$ cat src/rtl/dca_matrix_lsu_inst_queue_pkg.sv
// Shared definitions for the matrix LSU instruction queue.
//   BW_DCA_MATRIX_LSU_INST : default instruction word width
//   iq_state_e             : issue/fence controller states
//   clog2_f                : ceil(log2) helper for port and counter widths
package dca_matrix_lsu_inst_queue_pkg;

  localparam int unsigned BW_DCA_MATRIX_LSU_INST = 32;

  typedef enum logic [1:0] {
    ST_RUN         = 2'd0,
    ST_FENCE_DRAIN = 2'd1,
    ST_FENCE_WAIT  = 2'd2
  } iq_state_e;

  // Number of bits needed to index 'value' distinct items (0 for value <= 1).
  function automatic int unsigned clog2_f(input int unsigned value);
    int unsigned result;
    int unsigned rem;
    result = 0;
    rem    = (value > 0) ? value - 1 : 0;
    while (rem != 0) begin
      result = result + 1;
      rem    = rem >> 1;
    end
    return result;
  endfunction

endpackage

$ cat src/rtl/dca_inst_sync_fifo.sv
// Generic single-clock FIFO with synchronous clear, DEPTH x BW entries.
// Head data is read combinationally from storage; pointers carry one extra
// wrap bit so full/empty come from comparing the MSBs.
//   clk, rst      : clock, asynchronous active-high reset
//   i_clear       : synchronous flush (pointers to zero), wins over push/pop
//   i_push        : write i_push_data at tail (ignored when full)
//   i_pop         : drop head entry (ignored when empty)
//   o_pop_data    : head entry
//   o_full/o_empty: occupancy flags
//   o_count       : number of stored entries
module dca_inst_sync_fifo
  import dca_matrix_lsu_inst_queue_pkg::*;
#(
  parameter int unsigned BW    = BW_DCA_MATRIX_LSU_INST,
  parameter int unsigned DEPTH = 4,
  localparam int unsigned AW   = clog2_f(DEPTH),
  localparam int unsigned PW   = AW + 1
) (
  input  logic          clk,
  input  logic          rst,
  input  logic          i_clear,
  input  logic          i_push,
  input  logic [BW-1:0] i_push_data,
  input  logic          i_pop,
  output logic [BW-1:0] o_pop_data,
  output logic          o_full,
  output logic          o_empty,
  output logic [PW-1:0] o_count
);

  logic [BW-1:0] r_mem [DEPTH];
  logic [PW-1:0] r_wr_ptr;
  logic [PW-1:0] r_rd_ptr;
  logic          w_do_push;
  logic          w_do_pop;

  // Same index with opposite wrap bit means the writer is a full lap ahead.
  assign o_empty    = (r_wr_ptr == r_rd_ptr);
  assign o_full     = (r_wr_ptr[AW] != r_rd_ptr[AW]) &&
                      (r_wr_ptr[AW-1:0] == r_rd_ptr[AW-1:0]);
  assign o_count    = r_wr_ptr - r_rd_ptr;
  assign o_pop_data = r_mem[r_rd_ptr[AW-1:0]];

  assign w_do_push  = i_push && !o_full && !i_clear;
  assign w_do_pop   = i_pop && !o_empty && !i_clear;

  // Pointer update.
  always_ff @(posedge clk or posedge rst) begin
    if (rst) begin
      r_wr_ptr <= '0;
      r_rd_ptr <= '0;
    end else if (i_clear) begin
      r_wr_ptr <= '0;
      r_rd_ptr <= '0;
    end else begin
      if (w_do_push) r_wr_ptr <= r_wr_ptr + PW'(1);
      if (w_do_pop)  r_rd_ptr <= r_rd_ptr + PW'(1);
    end
  end

  // Storage; reset so the head reads zero out of reset.
  always_ff @(posedge clk or posedge rst) begin
    if (rst) begin
      for (int unsigned i = 0; i < DEPTH; i++) begin
        r_mem[AW'(i)] <= '0;
      end
    end else if (w_do_push) begin
      r_mem[r_wr_ptr[AW-1:0]] <= i_push_data;
    end
  end

endmodule

$ cat src/rtl/dca_matrix_lsu_inst_queue.sv
// Instruction buffer and issue controller in front of the matrix LSU.
// Buffers instructions in a FIFO, issues them over a valid/ready handshake,
// limits issued-but-unexecuted instructions with a credit counter, and
// implements a fence that drains the queue and waits for all executions.
//   clk, rst                 : clock, asynchronous active-high reset
//   i_clear                  : synchronous flush of all state
//   i_push_valid/data        : instruction from control side
//   o_push_ready             : FIFO not full
//   i_sync_req / o_sync_done : fence request / single-cycle completion
//   o_inst_wvalid/wdata      : head instruction to LSU
//   i_inst_wready            : LSU accepts head instruction
//   i_inst_decode_finish     : one pulse per decoded instruction
//   i_inst_execute_finish    : one pulse per executed instruction
//   o_busy                   : queue non-empty, inflight, or fence pending
//   o_num_queued / o_num_inflight / o_num_undecoded : status counts
//   o_error                  : sticky, finish pulse with nothing outstanding
module dca_matrix_lsu_inst_queue
  import dca_matrix_lsu_inst_queue_pkg::*;
#(
  parameter int unsigned BW_INST      = BW_DCA_MATRIX_LSU_INST,
  parameter int unsigned DEPTH        = 4,
  parameter int unsigned MAX_INFLIGHT = 2,
  localparam int unsigned QW          = clog2_f(DEPTH + 1),
  localparam int unsigned FW          = clog2_f(MAX_INFLIGHT + 1),
  localparam int unsigned PW          = clog2_f(DEPTH) + 1
) (
  input  logic               clk,
  input  logic               rst,
  input  logic               i_clear,
  input  logic               i_push_valid,
  input  logic [BW_INST-1:0] i_push_data,
  output logic               o_push_ready,
  input  logic               i_sync_req,
  output logic               o_sync_done,
  output logic               o_inst_wvalid,
  output logic [BW_INST-1:0] o_inst_wdata,
  input  logic               i_inst_wready,
  input  logic               i_inst_decode_finish,
  input  logic               i_inst_execute_finish,
  output logic               o_busy,
  output logic [QW-1:0]      o_num_queued,
  output logic [FW-1:0]      o_num_inflight,
  output logic [FW-1:0]      o_num_undecoded,
  output logic               o_error
);

  iq_state_e          r_state;
  iq_state_e          w_state_nxt;
  logic [FW-1:0]      r_num_inflight;
  logic [FW-1:0]      r_num_undecoded;
  logic               r_error;
  logic [FW-1:0]      w_inflight_nxt;
  logic [FW-1:0]      w_undecoded_nxt;
  logic               w_err_set;

  logic               w_fifo_full;
  logic               w_fifo_empty;
  logic [BW_INST-1:0] w_fifo_rdata;
  logic [PW-1:0]      w_fifo_count;
  logic               w_push;
  logic               w_issue;
  logic               w_credit;

  assign w_credit = (r_num_inflight < FW'(MAX_INFLIGHT));
  assign w_push   = i_push_valid && !w_fifo_full && !i_clear;
  assign w_issue  = o_inst_wvalid && i_inst_wready && !i_clear;

  dca_inst_sync_fifo #(
    .BW    (BW_INST),
    .DEPTH (DEPTH)
  ) u_fifo (
    .clk         (clk),
    .rst         (rst),
    .i_clear     (i_clear),
    .i_push      (w_push),
    .i_push_data (i_push_data),
    .i_pop       (w_issue),
    .o_pop_data  (w_fifo_rdata),
    .o_full      (w_fifo_full),
    .o_empty     (w_fifo_empty),
    .o_count     (w_fifo_count)
  );

  // Credit counters: a finish with nothing outstanding flags an error and
  // does not decrement, so the counter never wraps below zero.
  always_comb begin
    w_inflight_nxt  = r_num_inflight;
    w_undecoded_nxt = r_num_undecoded;
    w_err_set       = 1'b0;
    if (w_issue) begin
      w_inflight_nxt  = w_inflight_nxt + FW'(1);
      w_undecoded_nxt = w_undecoded_nxt + FW'(1);
    end
    if (i_inst_execute_finish) begin
      if (r_num_inflight == '0) w_err_set = 1'b1;
      else                      w_inflight_nxt = w_inflight_nxt - FW'(1);
    end
    if (i_inst_decode_finish) begin
      if (r_num_undecoded == '0) w_err_set = 1'b1;
      else                       w_undecoded_nxt = w_undecoded_nxt - FW'(1);
    end
  end

  always_ff @(posedge clk or posedge rst) begin
    if (rst) begin
      r_num_inflight  <= '0;
      r_num_undecoded <= '0;
      r_error         <= 1'b0;
    end else if (i_clear) begin
      r_num_inflight  <= '0;
      r_num_undecoded <= '0;
      r_error         <= 1'b0;
    end else begin
      r_num_inflight  <= w_inflight_nxt;
      r_num_undecoded <= w_undecoded_nxt;
      r_error         <= r_error | w_err_set;
    end
  end

  // FSM state register.
  always_ff @(posedge clk or posedge rst) begin
    if (rst)          r_state <= ST_RUN;
    else if (i_clear) r_state <= ST_RUN;
    else              r_state <= w_state_nxt;
  end

  // FSM next state; sync_req is only honoured in RUN.
  always_comb begin
    w_state_nxt = r_state;
    case (r_state)
      ST_RUN:         if (i_sync_req)             w_state_nxt = ST_FENCE_DRAIN;
      ST_FENCE_DRAIN: if (w_fifo_empty)           w_state_nxt = ST_FENCE_WAIT;
      ST_FENCE_WAIT:  if (r_num_inflight == '0)   w_state_nxt = ST_RUN;
      default:                                    w_state_nxt = ST_RUN;
    endcase
  end

  // FSM outputs; issue continues while draining, stops while waiting.
  always_comb begin
    o_inst_wvalid = !w_fifo_empty && w_credit && (r_state != ST_FENCE_WAIT);
    o_sync_done   = (r_state == ST_FENCE_WAIT) && (r_num_inflight == '0) && !i_clear;
    o_busy        = !w_fifo_empty || (r_num_inflight != '0) || (r_state != ST_RUN);
  end

  assign o_inst_wdata    = w_fifo_rdata;
  assign o_push_ready    = !w_fifo_full;
  assign o_num_queued    = QW'(w_fifo_count);
  assign o_num_inflight  = r_num_inflight;
  assign o_num_undecoded = r_num_undecoded;
  assign o_error         = r_error;

endmodule
$ cat config.mk
export PLATFORM = sky130hd
export DESIGN_NAME = dca_matrix_lsu_inst_queue
export DESIGN_NICKNAME = d
export VERILOG_FILES = /design/src/rtl/dca_matrix_lsu_inst_queue_pkg.sv /design/src/rtl/dca_inst_sync_fifo.sv /design/src/rtl/dca_matrix_lsu_inst_queue.sv
export SDC_FILE = /design/constraint.sdc
export NUM_CORES = 1
export LEC_CHECK = 0
export CAP_MARGIN = 25
export CORE_AREA = 8 8 146 148
export DETAILED_ROUTE_END_ITERATION = 6
export DIE_AREA = 0 0 154 156
export GPL_TIMING_DRIVEN = 0
export PLACE_DENSITY = 0.57
export SLEW_MARGIN = 40
export SYNTH_ARGS = -nofsm -noshare
export SYNTH_HDL_FRONTEND = slang
export SYNTH_SLANG_ARGS = --single-unit
$ cat constraint.sdc
create_clock -name clk -period 5.4 [get_ports clk]
set_input_delay 1.08 -clock clk [delete_from_list [all_inputs] [get_ports clk]]
set_output_delay 1.08 -clock clk [all_outputs]
set_load 0.02 [all_outputs]
==> out/qor.txt, run 1 <==
Max clock buf depth: 2
Pwr dens: 497.4 nW/um2
Synth warnings: 0
Crit-path max FO: 10
Hold WS: 0.4965 ns
Worst Hold Depth: 1
Chip Height: 156 um
Crit Path Category: reg2out
Slew Limit Headroom: 0.4636
Rows: 51
Drt pass-1 iters: 4
Detailed Place HPWL: 10410 um
Crit. Startpoint: u_fifo.r_rd_ptr[1]
IO Pins: 84
Multi-input gate area: 2786 um2
Num Clock Sinks: 141
Max Cap Viol: 0
Layout cell share with drive strength beyond 1: 0.3958
Maximum VDD drop: 0.2389 mV
Worst Setup Start Kind: flop
Synth-to-Final Area Change: 26.92%
CP required: 4.32 ns
WL final: 15170 um
Syn_nets: 465
CP arrival: 3.42 ns
Nets: 567
Slew Limit Fails: 0
Register area: 3528 um2
Final setup fails: 0
Post-synth top area share: 0.5407
Post-synth top flop: dfrtp_1
Ys async rst share: 1.000
R2r worst-path depth: 8
DRC Markers: 0
Post-Route Skew: 0.01140 ns
Setup TNS: 0 ns
Core Area: 19080 um2
Top-count cell post-synth: dfrtp_1
RSZ-0062 raised after global routing: false
HP Class: reg2reg
Routability cong.: 0.7109
Die extent in x: 154 um
Buffers inserted by post-CTS timing repair: 0
Largest net degree at the start of global routing: 76
Hold Startpoint: u_fifo.r_mem[91]
Hold endpoint: u_fifo.r_mem[91]
Starting Density: 0.3420
First-pass GRT wire length: 24100 um
Hold Fails Final Rpt: 0
CTS hold repair buffers: 0
GR Overflow Total: 0
CTS tree: built
Antenna-violating nets left: 0
Top cells by count, synth: 141 x dfrtp_1, 123 x mux2_2, 32 x mux4_2
Filler cell count: 1733
Vias per inst: 5.003
CTS Root Cell: clkbuf_16
Initial antenna violation count: 0
Sequential share of the synthesized area: 0.5407
Avg WL per Cell: 19.80 um
Iteration-0 DRC Markers: 153
Clock Latency Late Sink: 0.41 ns
Antenna cells: 0
Cell taking the most area after synthesis: dfrtp_1
Die Area: 24020 um2
Cells after synthesis: 415
Syn Std Cell Area: 6525 um2
Post_cts resized: 0
Vias post-DR: 3832
CTS clock-pin slew for the worst setup and hold paths: 0.06 ns
Worst-Margin Slew: 0.8046 ns
Top cells by area, synth: dfrtp_1 54%, mux2_2 21%, mux4_2 11%
Distinct cells, synth: 38
Status: completed
Highest Clock Rate: 222.2 MHz
H-tree depth: 4
Post-synth EDFFs: 0
Pleak: 3.574 nW
Worst r2r src: u_fifo.r_rd_ptr[1]
R2r setup slk: 2.13 ns
Pwr Total: 0.004119 W
PortBufs: 82
Total GRT Usage: 0.1319
Crit Reg-Reg Endpoint: u_fifo.r_mem[18]
Number of synthesized register bits: 141
Critical Path Sink Type: output pin
Vias in the first global route: 4357
CTS Buf Count: 17
Period utilization: 0.8332
Fin crit period: 4.499 ns
Synthesized area per cell: 15.72 um2
Worst Slack Setup Final: 0.9005 ns
Pre-CTS setup slack: 1.274 ns
-- flip-flops by register name, summed over array words and instances, names as in the netlist --
name / flops
u_fifo.r_mem: 128
u_fifo.r_rd_ptr: 3
u_fifo.r_wr_ptr: 3
o_num_inflight: 2
o_num_undecoded: 2
r_state: 2
o_error: 1
-- kinds of logic after synthesis --
family | count (synthesis) | synth area share
AOI/OAI and AO/OA | 15 | 0.02033
xor gates and xnor gates | 10 | 0.01457
adders and majority gates | 10 | 0.02033
buffers and inverters | 34 | 0.03221
DFF | 141 | 0.5407
muxes | 163 | 0.3360
and+or+nand+nor | 42 | 0.03586
-- cell type report --
class / instances / area share
Clock buffer: 18 / 0.05182
Tap cell: 238 / 0.03596
Sequential cell: 141 / 0.4260
Timing Repair Buffer: 83 / 0.1024
Buffer: 22 / 0.02009
Inverter: 12 / 0.006345
Multi-Input combinational cell: 240 / 0.3365
Clock inverter: 12 / 0.02085
-- worst max path at each step --
stage	endpoint	slack, ns	cells after the start
final	o_busy	0.90	8
after detailed placement	o_busy	1.27	8
after global placement	u_fifo.r_mem[101]	-1.30	2
after global routing	o_busy	0.71	8
after CTS	o_busy	0.86	8
after floorplan	o_error	0.54	1
-- stage by stage --
step / instance area (um2) / util / cells
finish: 8282 / 0.4341 / 766
global route: 8282 / 0.4341 / 766
CTS: 8280 / 0.4340 / 766
detailed placement: 7679 / 0.4025 / 736
global placement: 7644 / 0.4006 / 735
floorplan: 6525 / - / 415
-- cells in the final DEF (no fill, tap or decap), types with 3 or more instances in the layout --
cell             netlist  routed
o21ai_0                4       4
dfrtp_1              141     141
mux2_2               123     123
buf_6                  9       9
nand2_4                3       3
nand2_1                4       4
xnor2_1                7       7
a21oi_1                4       4
ha_1                   9       9
mux4_2                32      32
clkdlybuf4s50_1        0      82
nand2b_1               4       4
buf_4                  3       3
bufinv_16              0       4
inv_1                 12      11
clkbuf_16              0      17
clkbuf_1               6       6
clkinv_2               0       4
buf_2                  3       3
mux2i_1                3       3
nor2_1                15      15
mux2_1                 5       5
-- metal layers --
metal,share of wire,GRT usage
met1,0.44,0.1540
met2,0.51,0.2300
met3,0.043,0.04127
met4,0.0071,0.03593
met5,0,0
-- worst max-delay path, stage by stage, from the launching register on --
cell and delay, ns:
dfrtp_1 0.39, clkbuf_1 0.38, buf_1 0.66, inv_1 0.11
ha_1 0.32, nand2_1 0.20, nor3_1 0.27, nand3b_1 0.11
clkdlybuf4s50_1 0.55
-- where the power goes --
part	switching [W]	leakage (nW)	internal (W)
Sequential	0.000158	1.77	0.00136
Combinational	0.000634	1.51	0.000780
Clock	0.000427	0.291	0.000764
No activity file was read; power rests on OpenSTA's default activity.
==> run 2: changes to the inputs <==
--- a/config.mk
+++ b/config.mk
@@ -10,7 +10,7 @@
 export DETAILED_ROUTE_END_ITERATION = 6
 export DIE_AREA = 0 0 154 156
 export GPL_TIMING_DRIVEN = 0
-export PLACE_DENSITY = 0.57
+export PLACE_DENSITY = 0.59
 export SLEW_MARGIN = 40
 export SYNTH_ARGS = -nofsm -noshare
 export SYNTH_HDL_FRONTEND = slang
==> constraint.sdc (replaced) <==
create_clock -name clk -period 3.7 [get_ports clk]
set_input_delay 0.74 -clock clk [delete_from_list [all_inputs] [get_ports clk]]
set_output_delay 0.74 -clock clk [all_outputs]
set_load 0.02 [all_outputs]
==> out/qor.txt, run 2 (synthesized netlist as in run 1, its figures left out) <==
Starting Density: 0.3420 (unchanged)
Util after Layout: 0.4411 (+0.007083)
Detailed Place HPWL: 10760 um (+3.4%)
Biggest registers after layout: u_fifo.r_mem: 128 flops, u_fifo.r_rd_ptr: 3 flops, u_fifo.r_wr_ptr: 3 flops
CTS clock-pin slew for the worst setup and hold paths: 0.06 ns (about the same)
Layout cell share with drive strength beyond 1: 0.4026 (+0.006788)
Antenna cells: 0 (unchanged)
HP Class: reg2reg
CP max stage cell: mux4_2
Largest net degree at the start of global routing: 28 (-63%)
Drt pass-1 iters: 4 (unchanged)
Hold Fails Final Rpt: 0 (unchanged)
Pre-CTS setup slack: -0.03537 ns (-1.309 ns)
Num Clock Sinks: 141 (unchanged)
RSZ-0062 raised after global routing: false
Slew Limit Headroom: 0.4740 (+0.01037)
Worst path max stage delay: 0.59 ns (-0.07 ns)
Fin crit period: 3.494 ns
Clk network pwr share: 0.282 (-0.007)
Crit-path max FO: 10 (unchanged)
WL final: 15040 um (-0.88%)
Critical Path Sink Type: output pin
Max Cap Viol: 0 (unchanged)
Switching pwr: 0.001754 W (+44%)
Rows: 51 (unchanged)
CP delay by family, top: buffers and inverters
Routability cong.: 0.7495 (+5.4%)
Initial antenna violation count: 1 (+1)
Total GRT Usage: 0.1313 (-0.0005397)
Worst Setup Start Kind: flop
Vias per inst: 4.965 (-0.75%)
Hold WS: 0.4971 ns (+0.0006170 ns)
First-pass GRT wire length: 24030 um (-0.32%)
Vias post-DR: 3833 (+0.026%)
Clock Latency Late Sink: 0.41 ns (about the same)
Pleak: 3.630 nW (+1.6%)
Synth-to-Final Area Change: 28.99%
Final setup fails: 0 (unchanged)
Net Sw Frac: 0.2939 (-0.002038)
Maximum VDD drop: 0.3243 mV (+36%)
IO Pins: 84 (unchanged)
Vias in the first global route: 4246 (-2.5%)
Die Area: 24020 um2 (unchanged)
H-tree depth: 4 (unchanged)
CTS Root Cell: clkbuf_16
Die extent in x: 154 um (unchanged)
Post-Route Skew: 0.006381 ns (-0.005014 ns)
Slew Limit Fails: 0 (unchanged)
Status: completed
Highest Clock Rate: 286.2 MHz
Worst Slack Setup Final: 0.2063 ns (-0.6942 ns)
Largest reg by FF count: u_fifo.r_mem
Number of flip-flops in the largest register: 128 (unchanged)
Gate power share: 0.348 (+0.005)
Commonest non-fill, non-tap cell in the layout: dfrtp_1
Reg power frac: 0.370 (+0.002)
CP required: 2.96 ns (-1.36 ns)
Nets: 572 (+0.88%)
Antenna-violating nets left: 0 (unchanged)
Filler cell count: 1688 (-2.6%)
CTS tree: built
Crit Path Category: reg2out
WP buf/inv: 3 (-1)
Max clock buf depth: 2 (unchanged)
Period utilization: 0.9442
Iteration-0 DRC Markers: 161 (+5.2%)
CP arrival: 2.75 ns (-0.67 ns)
CP Cell Sequence: clkbuf_1, buf_2, mux4_2, clkdlybuf4s50_1
R2r setup slk: 1.11 ns (-1.02 ns)
DRC Markers: 0 (unchanged)
Most frequent cells in the layout: 140 x dfrtp_1, 123 x mux2_2, 82 x clkdlybuf4s50_1
Core Area: 19080 um2 (unchanged)
Avg WL per Cell: 19.48 um (-1.6%)
GR Overflow Total: 0 (unchanged)
Pint: 0.004213 W (+45%)
Pwr dens: 708.9 nW/um2 (+43%)
CTS Buf Count: 17 (unchanged)
PortBufs: 82 (unchanged)
Worst-Margin Slew: 0.7890 ns (-0.01556 ns)
Chip Height: 156 um (unchanged)
## run 2: final cells by class
type / count / area (um2) / share of cell area
multi-input combinational: 240 / 2786 / 0.3311
timing repair buffer: 89 / 998.5 / 0.1186
tap: 238 / 297.8 / 0.03538
inverter: 12 / 48.80 / 0.005798
sequential: 141 / 3530 / 0.4194
buffer: 21 / 166.4 / 0.01977
clock buffer: 26 / 509.2 / 0.06050
clock inverter: 5 / 80.08 / 0.009514
## run 2: power groups by stage
| stage | clock, W | sequential, W | combinational [W] |
|---|---|---|---|
| CTS | 0.00173 | 0.00221 | 0.00212 |
| global placement | 0 | 0.00219 | 0.00205 |
| detailed placement | 0 | 0.00223 | 0.00212 |
| finish | 0.00168 | 0.00221 | 0.00208 |
| floorplan | 0 | 0.00217 | 0.00134 |
| global route | 0.00180 | 0.00226 | 0.00223 |
## run 2: routing by layer
| metal | vias to the layer above | track usage | routed length, um |
|---|---|---|---|
| met5 | - | 0 | 9 |
| met4 | 2 | 0.04060 | 158 |
| met3 | 13 | 0.04044 | 627 |
| met2 | 56 | 0.2163 | 7488 |
| met1 | 2010 | 0.1626 | 6752 |
| li1 | 1752 | - | - |
## run 2: timing repair
item,4_1_cts,5_1_grt
buffers inserted,0,0
setup endpoints to repair,3,1
hold buffers,0,0
endpoints found under the hold margin,0,0
resized for setup,2,1
## run 2: final timing paths
path / from / endpoint / cells after the start
min in group asynchronous: rst / u_fifo.r_mem[100] / 2
hold reg to reg: u_fifo.r_mem[90] / u_fifo.r_mem[90] / 1
setup / recovery: u_fifo.r_rd_ptr[0] / o_inst_wdata[18] / 4
hold / removal: u_fifo.r_mem[90] / u_fifo.r_mem[90] / 1
setup reg to reg: u_fifo.r_rd_ptr[1] / u_fifo.r_mem[12] / 7
max in group asynchronous: rst / u_fifo.r_mem[48] / 7
## run 2: metrics by stage
stage / setup TNS (ns) / cell area [um2] / total power [W] / instances
2_1_floorplan: 0 / 6529 / 0.003511 / 415
3_3_place_gp: 0 / 7647 / 0.004241 / 735
3_5_place_dp: -0.03537 / 7825 / 0.004349 / 742
4_1_cts: 0 / 8414 / 0.006061 / 772
5_1_grt: 0 / 8417 / 0.006293 / 772
6_report: 0 / 8417 / 0.005966 / 772
==> variant 1, RTL diff (config.mk and constraints of run 1) <==
The 3 states of `iq_state_e` get a one-hot encoding in 3 bits.
--- a/src/rtl/dca_matrix_lsu_inst_queue_pkg.sv
+++ b/src/rtl/dca_matrix_lsu_inst_queue_pkg.sv
@@ -6,10 +6,10 @@
 
   localparam int unsigned BW_DCA_MATRIX_LSU_INST = 32;
 
-  typedef enum logic [1:0] {
-    ST_RUN         = 2'd0,
-    ST_FENCE_DRAIN = 2'd1,
-    ST_FENCE_WAIT  = 2'd2
+  typedef enum logic [2:0] {
+    ST_RUN         = 3'b001,
+    ST_FENCE_DRAIN = 3'b010,
+    ST_FENCE_WAIT  = 3'b100
   } iq_state_e;
 
   // Number of bits needed to index 'value' distinct items (0 for value <= 1).
Behaviour: no difference found for any inputs over 4 cycles, from zero or initial values and one cycle with rst high; so few cycles prove little.
==> variant 1 against run 1 <==
Sequential cell count is 1 higher; synthesized area is 0.38% lower; wire length is 1.9% higher; register-to-register slack worse by 0.14 ns; final area is 0.91% lower; first-iteration DRC count is 7.8% higher; total power is 4.9% lower; clock power is 8% lower; setup slack worse by 0.086 ns.
==> variant 1: results (changes against run 1) <==
Synth
  • Post-synthesis sequential area ratio: 0.547 (+0.00612)
  • Syn Nets: 468 (+0.65%)
  • Ys Warns: 0 (unchanged)
  • Async set-reset flop share out of synthesis: 1.00 (unchanged)
  • Synth top cells by count: dfrtp_1 (141), mux2_2 (128), mux4_2 (32)
  • Main area contributors after synthesis: dfrtp_1 (54%), mux2_2 (22%), mux4_2 (11%), ha_1 (1.7%), buf_6 (1.6%)
  • Post-synthesis cell type count: 41 (+7.9%)
  • Primary FF master, synth: dfrtp_1

Timing
  • Clock skew: 0.00579 ns (-0.00560 ns)
  • Rel. slew slack: 0.442 (-0.0217)
  • Endpoints failing setup: 0 (unchanged)

Placed design
  • GP Congestion: 0.773 (+8.7%)
  • HPWL Detailed: 10500 um (+0.79%)
  • PortBufs: 83 (+1.2%)

Power
  • Peak supply drop: 0.000232 V (-2.8%)
  • Leak pwr: 3.53 nW (-1.2%)

Clocking
  • Clk_lat worst skew: between 0.4 and 0.5 ns
  • Post-CTS Setup Inserts: 0 (unchanged)
  • H-tree levels: 4 (unchanged)
  • Post-cts repair resize count: 0 (unchanged)
  • CTS buffer count: 17 (unchanged)
  • Clk slew on worst S/H paths: 0.06 ns (about the same)
  • Root buf cell: clkbuf_16
  • Clk buf depth: 2 (unchanged)

Drt
  • First drt pass iteration count: 7 (+3)
  • Via/cell ratio: 5.09 (+1.8%)
  • Iteration-0 DRC Markers: 165 (+7.8%)
  • Total Wirelength: 15500 um (+1.9%)

Run status
  • Status: completed

Worst setup path
  • Worst path slowest cell: clkbuf_1
  • Worst-path fanout max: 10 (unchanged)
  • Worst path max stage delay: 0.68 ns (+0.02 ns)
  • Worst EP arrival: 3.51 ns (+0.09 ns)

Finish
  • Nets@finish: 571 (+0.71%)
  • Number of flip-flops in the largest register: 128 (unchanged)
  • Diode count: 0 (unchanged)
  • Layout fillers: 1723 (-0.58%)
  • Top reg by flops: u_fifo.r_mem
  • Fraction of layout cells with a size suffix above 1: 0.391 (-0.00486)

Global route
  • First-pass GRT wire length: 24800 um (+3.0%)
  • Global Route Usage Sum: 0.135 (+0.00349)
  • Pin count of the biggest net entering global routing: 84 (+11%)
  • Initial antenna violation count: 0 (unchanged)
  • Number of global-route vias before repair: 4366 (+0.21%)

Min path
  • Worst hold path class: flip-flop to flip-flop
[variant 1: worst paths after layout]
path | endpoint | slack, ns | start | depth (start not counted)
min reg2reg | u_fifo.r_mem[106] | 0.50 | u_fifo.r_mem[106] | 1
max | o_busy | 0.81 | u_fifo.r_rd_ptr[1] | 9
max reg2reg | u_fifo.r_mem[23] | 1.99 | u_fifo.r_rd_ptr[1] | 9
max in group asynchronous | u_fifo.r_mem[111] | 3.53 | rst | 3
min in group asynchronous | u_fifo.r_mem[57] | 1.10 | rst | 2
min | u_fifo.r_mem[106] | 0.50 | u_fifo.r_mem[106] | 1
[variant 1: report_power, final]
part / switching, W / leakage, nW / internal (W)
Clock: 0.000428 / 0.266 / 0.000663
Sequential: 0.000148 / 1.78 / 0.00137
Combinational: 0.000582 / 1.48 / 0.000732
Total: 0.00116 / 3.53 / 0.00276
[variant 1: kinds of logic after synthesis]
group / share of synthesized area
buffers and inverters: 0.0300
multiplexers: 0.333
adder cells (fa/ha/maj): 0.0204
flip-flops: 0.547
AND/OR/NAND/NOR: 0.0373
XOR/XNOR: 0.0135
AO/OA/AOI/OAI: 0.0192
[variant 1: area by class of cell]
| class | instances | area (um^2) | share of cell area |
|---|---|---|---|
| Buffer | 21 | 154 | 0.0188 |
| Multi-Input combinational cell | 244 | 2750 | 0.335 |
| Timing Repair Buffer | 84 | 858 | 0.105 |
| Tap cell | 238 | 298 | 0.0363 |
| Inverter | 11 | 48.8 | 0.00595 |
| Sequential cell | 142 | 3550 | 0.433 |
| Clock buffer | 24 | 482 | 0.0587 |
| Clock inverter | 6 | 61.3 | 0.00747 |
[variant 1: metrics by stage]
stage	setup slack [ns]	cells	total power (W)	area (um^2)
floorplan	0.512	418	0.00236	6500
global placement	-1.34	739	0.00281	7630
detailed placement	1.23	740	0.00287	7660
CTS	0.749	770	0.00397	8210
global route	0.608	770	0.00414	8210
finish	0.814	770	0.00392	8210
[variant 1: routing by layer]
metal  GRT usage  up-vias  wire [um]
li1            -     1742          -
met1       0.165     2086       6950
met2       0.226       83       7690
met3      0.0427        9        691
met4      0.0406        0        128
met5           0        -          0
[variant 1: critical path: cells and delay by family, from the launching register on]
kind,cells,cell delay (ns)
buffers and inverters,4,1.81
AND/OR/NAND/NOR,4,0.51
flip-flops,1,0.43
adder cells (fa/ha/maj),1,0.34
==> variant 2, RTL diff (settings of run 1) <==
Without the edit above. The package constant `BW_DCA_MATRIX_LSU_INST` goes from 32 to 24.
--- a/src/rtl/dca_matrix_lsu_inst_queue_pkg.sv
+++ b/src/rtl/dca_matrix_lsu_inst_queue_pkg.sv
@@ -4,7 +4,7 @@
 //   clog2_f                : ceil(log2) helper for port and counter widths
 package dca_matrix_lsu_inst_queue_pkg;
 
-  localparam int unsigned BW_DCA_MATRIX_LSU_INST = 32;
+  localparam int unsigned BW_DCA_MATRIX_LSU_INST = 24;
 
   typedef enum logic [1:0] {
     ST_RUN         = 2'd0,
Ports: changed (resized i_push_data and o_inst_wdata); port bits go from 84 to 68. The function was not compared with the original's and may differ.
==> variant 2 against run 1 <==
Setup slack worse by 0.041 ns; synthesized area shrank 21%; die area stayed put; final area shrank 23%; sequential cell count shrank 32; largest power group unchanged; total power decreased by 25%; combinational power down 15%; critical endpoint unchanged; wire length down 21%.
==> variant 2: results (changes against run 1) <==
Global route
  • Number of global-route vias before repair: 3530 (-19%)
  • First-pass GRT wire length: 19500 um (-19%)
  • Pin count of the biggest net entering global routing: 60 (-21%)
  • Global Route Usage Sum: 0.106 (-0.0259)

Synth
  • Ys Warns: 0 (unchanged)
  • Post-synthesis cell type count: 38 (unchanged)
  • Post-synthesis sequential area ratio: 0.532 (-0.00865)
  • Async set-reset flop share out of synthesis: 1.00 (unchanged)
  • Synth top cells by count: dfrtp_1 (109), mux2_2 (96), mux4_2 (24)
  • Syn Nets: 378 (-19%)
  • Main area contributors after synthesis: dfrtp_1 (53%), mux2_2 (21%), mux4_2 (11%), ha_1 (2.2%), buf_6 (1.3%)

Drt
  • Iteration-0 DRC Markers: 120 (-22%)
  • Vias: 3068 (-20%)
  • First drt pass iteration count: 4 (unchanged)
  • Met3 wire len: 538 um (-17%)
  • Metal2 WL: 6270 um (-18%)
  • WL/cell: 18.3 um (-7.7%)
  • WL met1: 5070 um (-25%)

Power
  • Int Pwr: 0.00206 W (-29%)
  • Peak supply drop: 0.000193 V (-19%)
  • Sequential share of power: 0.395 (+0.027)
  • Power share of the clock group: 0.214 (-0.075)
  • Leak pwr: 2.71 nW (-24%)
  • Seq power: 0.00121 W (-20%)

Timing
  • Fin Setup TNS: 0 ns (unchanged)
  • Worst slew pin tran: 0.540 ns (-0.265 ns)
  • Clock skew: 0.00967 ns (-0.00173 ns)

Clocking
  • H-tree levels: 3 (-1)
  • CTS buffer count: 9 (-8)
  • Post-CTS Setup Inserts: 0 (unchanged)
  • Clk_lat worst skew: 0.36 ns (-0.05 ns)
  • Clk slew on worst S/H paths: 0.08 ns (+0.02 ns)
  • Clk buf depth: 2 (unchanged)

Placed design
  • Worst slack, placed: 1.17 ns (-0.107 ns)
  • Placed Area: 6120 um^2 (-20%)
  • PortBufs: 66 (-20%)
  • GP Congestion: 0.715 (+0.53%)
  • HPWL Detailed: 8450 um (-19%)

Finish
  • Fraction of layout cells with a size suffix above 1: 0.379 (-0.0164)
  • Nets@finish: 456 (-20%)
  • Largest regs: u_fifo.r_mem x96, u_fifo.r_rd_ptr x3, u_fifo.r_wr_ptr x3

Run status
  • Status: completed

Worst setup path
  • Worst path slowest cell: clkdlybuf4s50_1
  • Worst-path fanout max: 10 (unchanged)
  • Worst path max stage delay: 0.56 ns (-0.10 ns)
## variant 2: cell types whose count changed in the layout (fill, tap and decap cells not counted), sizes merged, moves of 8 or more
cell / change
mux4: -8
mux2: -32
clkdlybuf4s50: -16
dfrtp: -32
inv: +8
clkbuf: -13
## variant 2: path summary, 6_finish.rpt
kind | from | to | slack [ns] | depth (start not counted)
worst max-delay path | u_fifo.r_rd_ptr[1] | o_busy | 0.86 | 9
worst min-delay path | u_fifo.r_mem[31] | u_fifo.r_mem[31] | 0.50 | 1
worst max register to register | u_fifo.r_rd_ptr[1] | u_fifo.r_mem[67] | 2.04 | 10
worst min register to register | u_fifo.r_mem[31] | u_fifo.r_mem[31] | 0.50 | 1
max in group asynchronous | rst | u_fifo.r_wr_ptr[1] | 3.66 | 3
min in group asynchronous | rst | u_fifo.r_mem[87] | 1.14 | 2
## variant 2: layout make-up
class                      count  area [um^2]
fill                        1851        12700
sequential                   109         2730
multi-input combinational    196         2220
timing repair buffer          67          688
tap                          238          298
clock buffer                   9          225
buffer                        16          120
clock inverter                 7         66.3
inverter                      15         63.8
## variant 2: cell families after synthesis
group / count (synthesis) / synth area share
flops: 109 / 0.532
compound gates: 15 / 0.0283
simple gates: 38 / 0.0386
buf+inv: 31 / 0.0344
xor+xnor: 10 / 0.0186
mux: 123 / 0.322
fa+ha+maj: 10 / 0.0259
## variant 2: per-stage QoR
stage                     hold slack (ns)  instances
final                               0.502        657
after CTS                           0.508        657
after global placement              0.481        640
after global routing                0.523        657
after floorplan                     0.474        336
after detailed placement            0.490        641
## variant 2: per-layer routing
layer  track usage  vias up
met5             0        -
met4        0.0308        0
met3        0.0335       11
met2         0.187       54
met1         0.121     1622
li1              -     1381
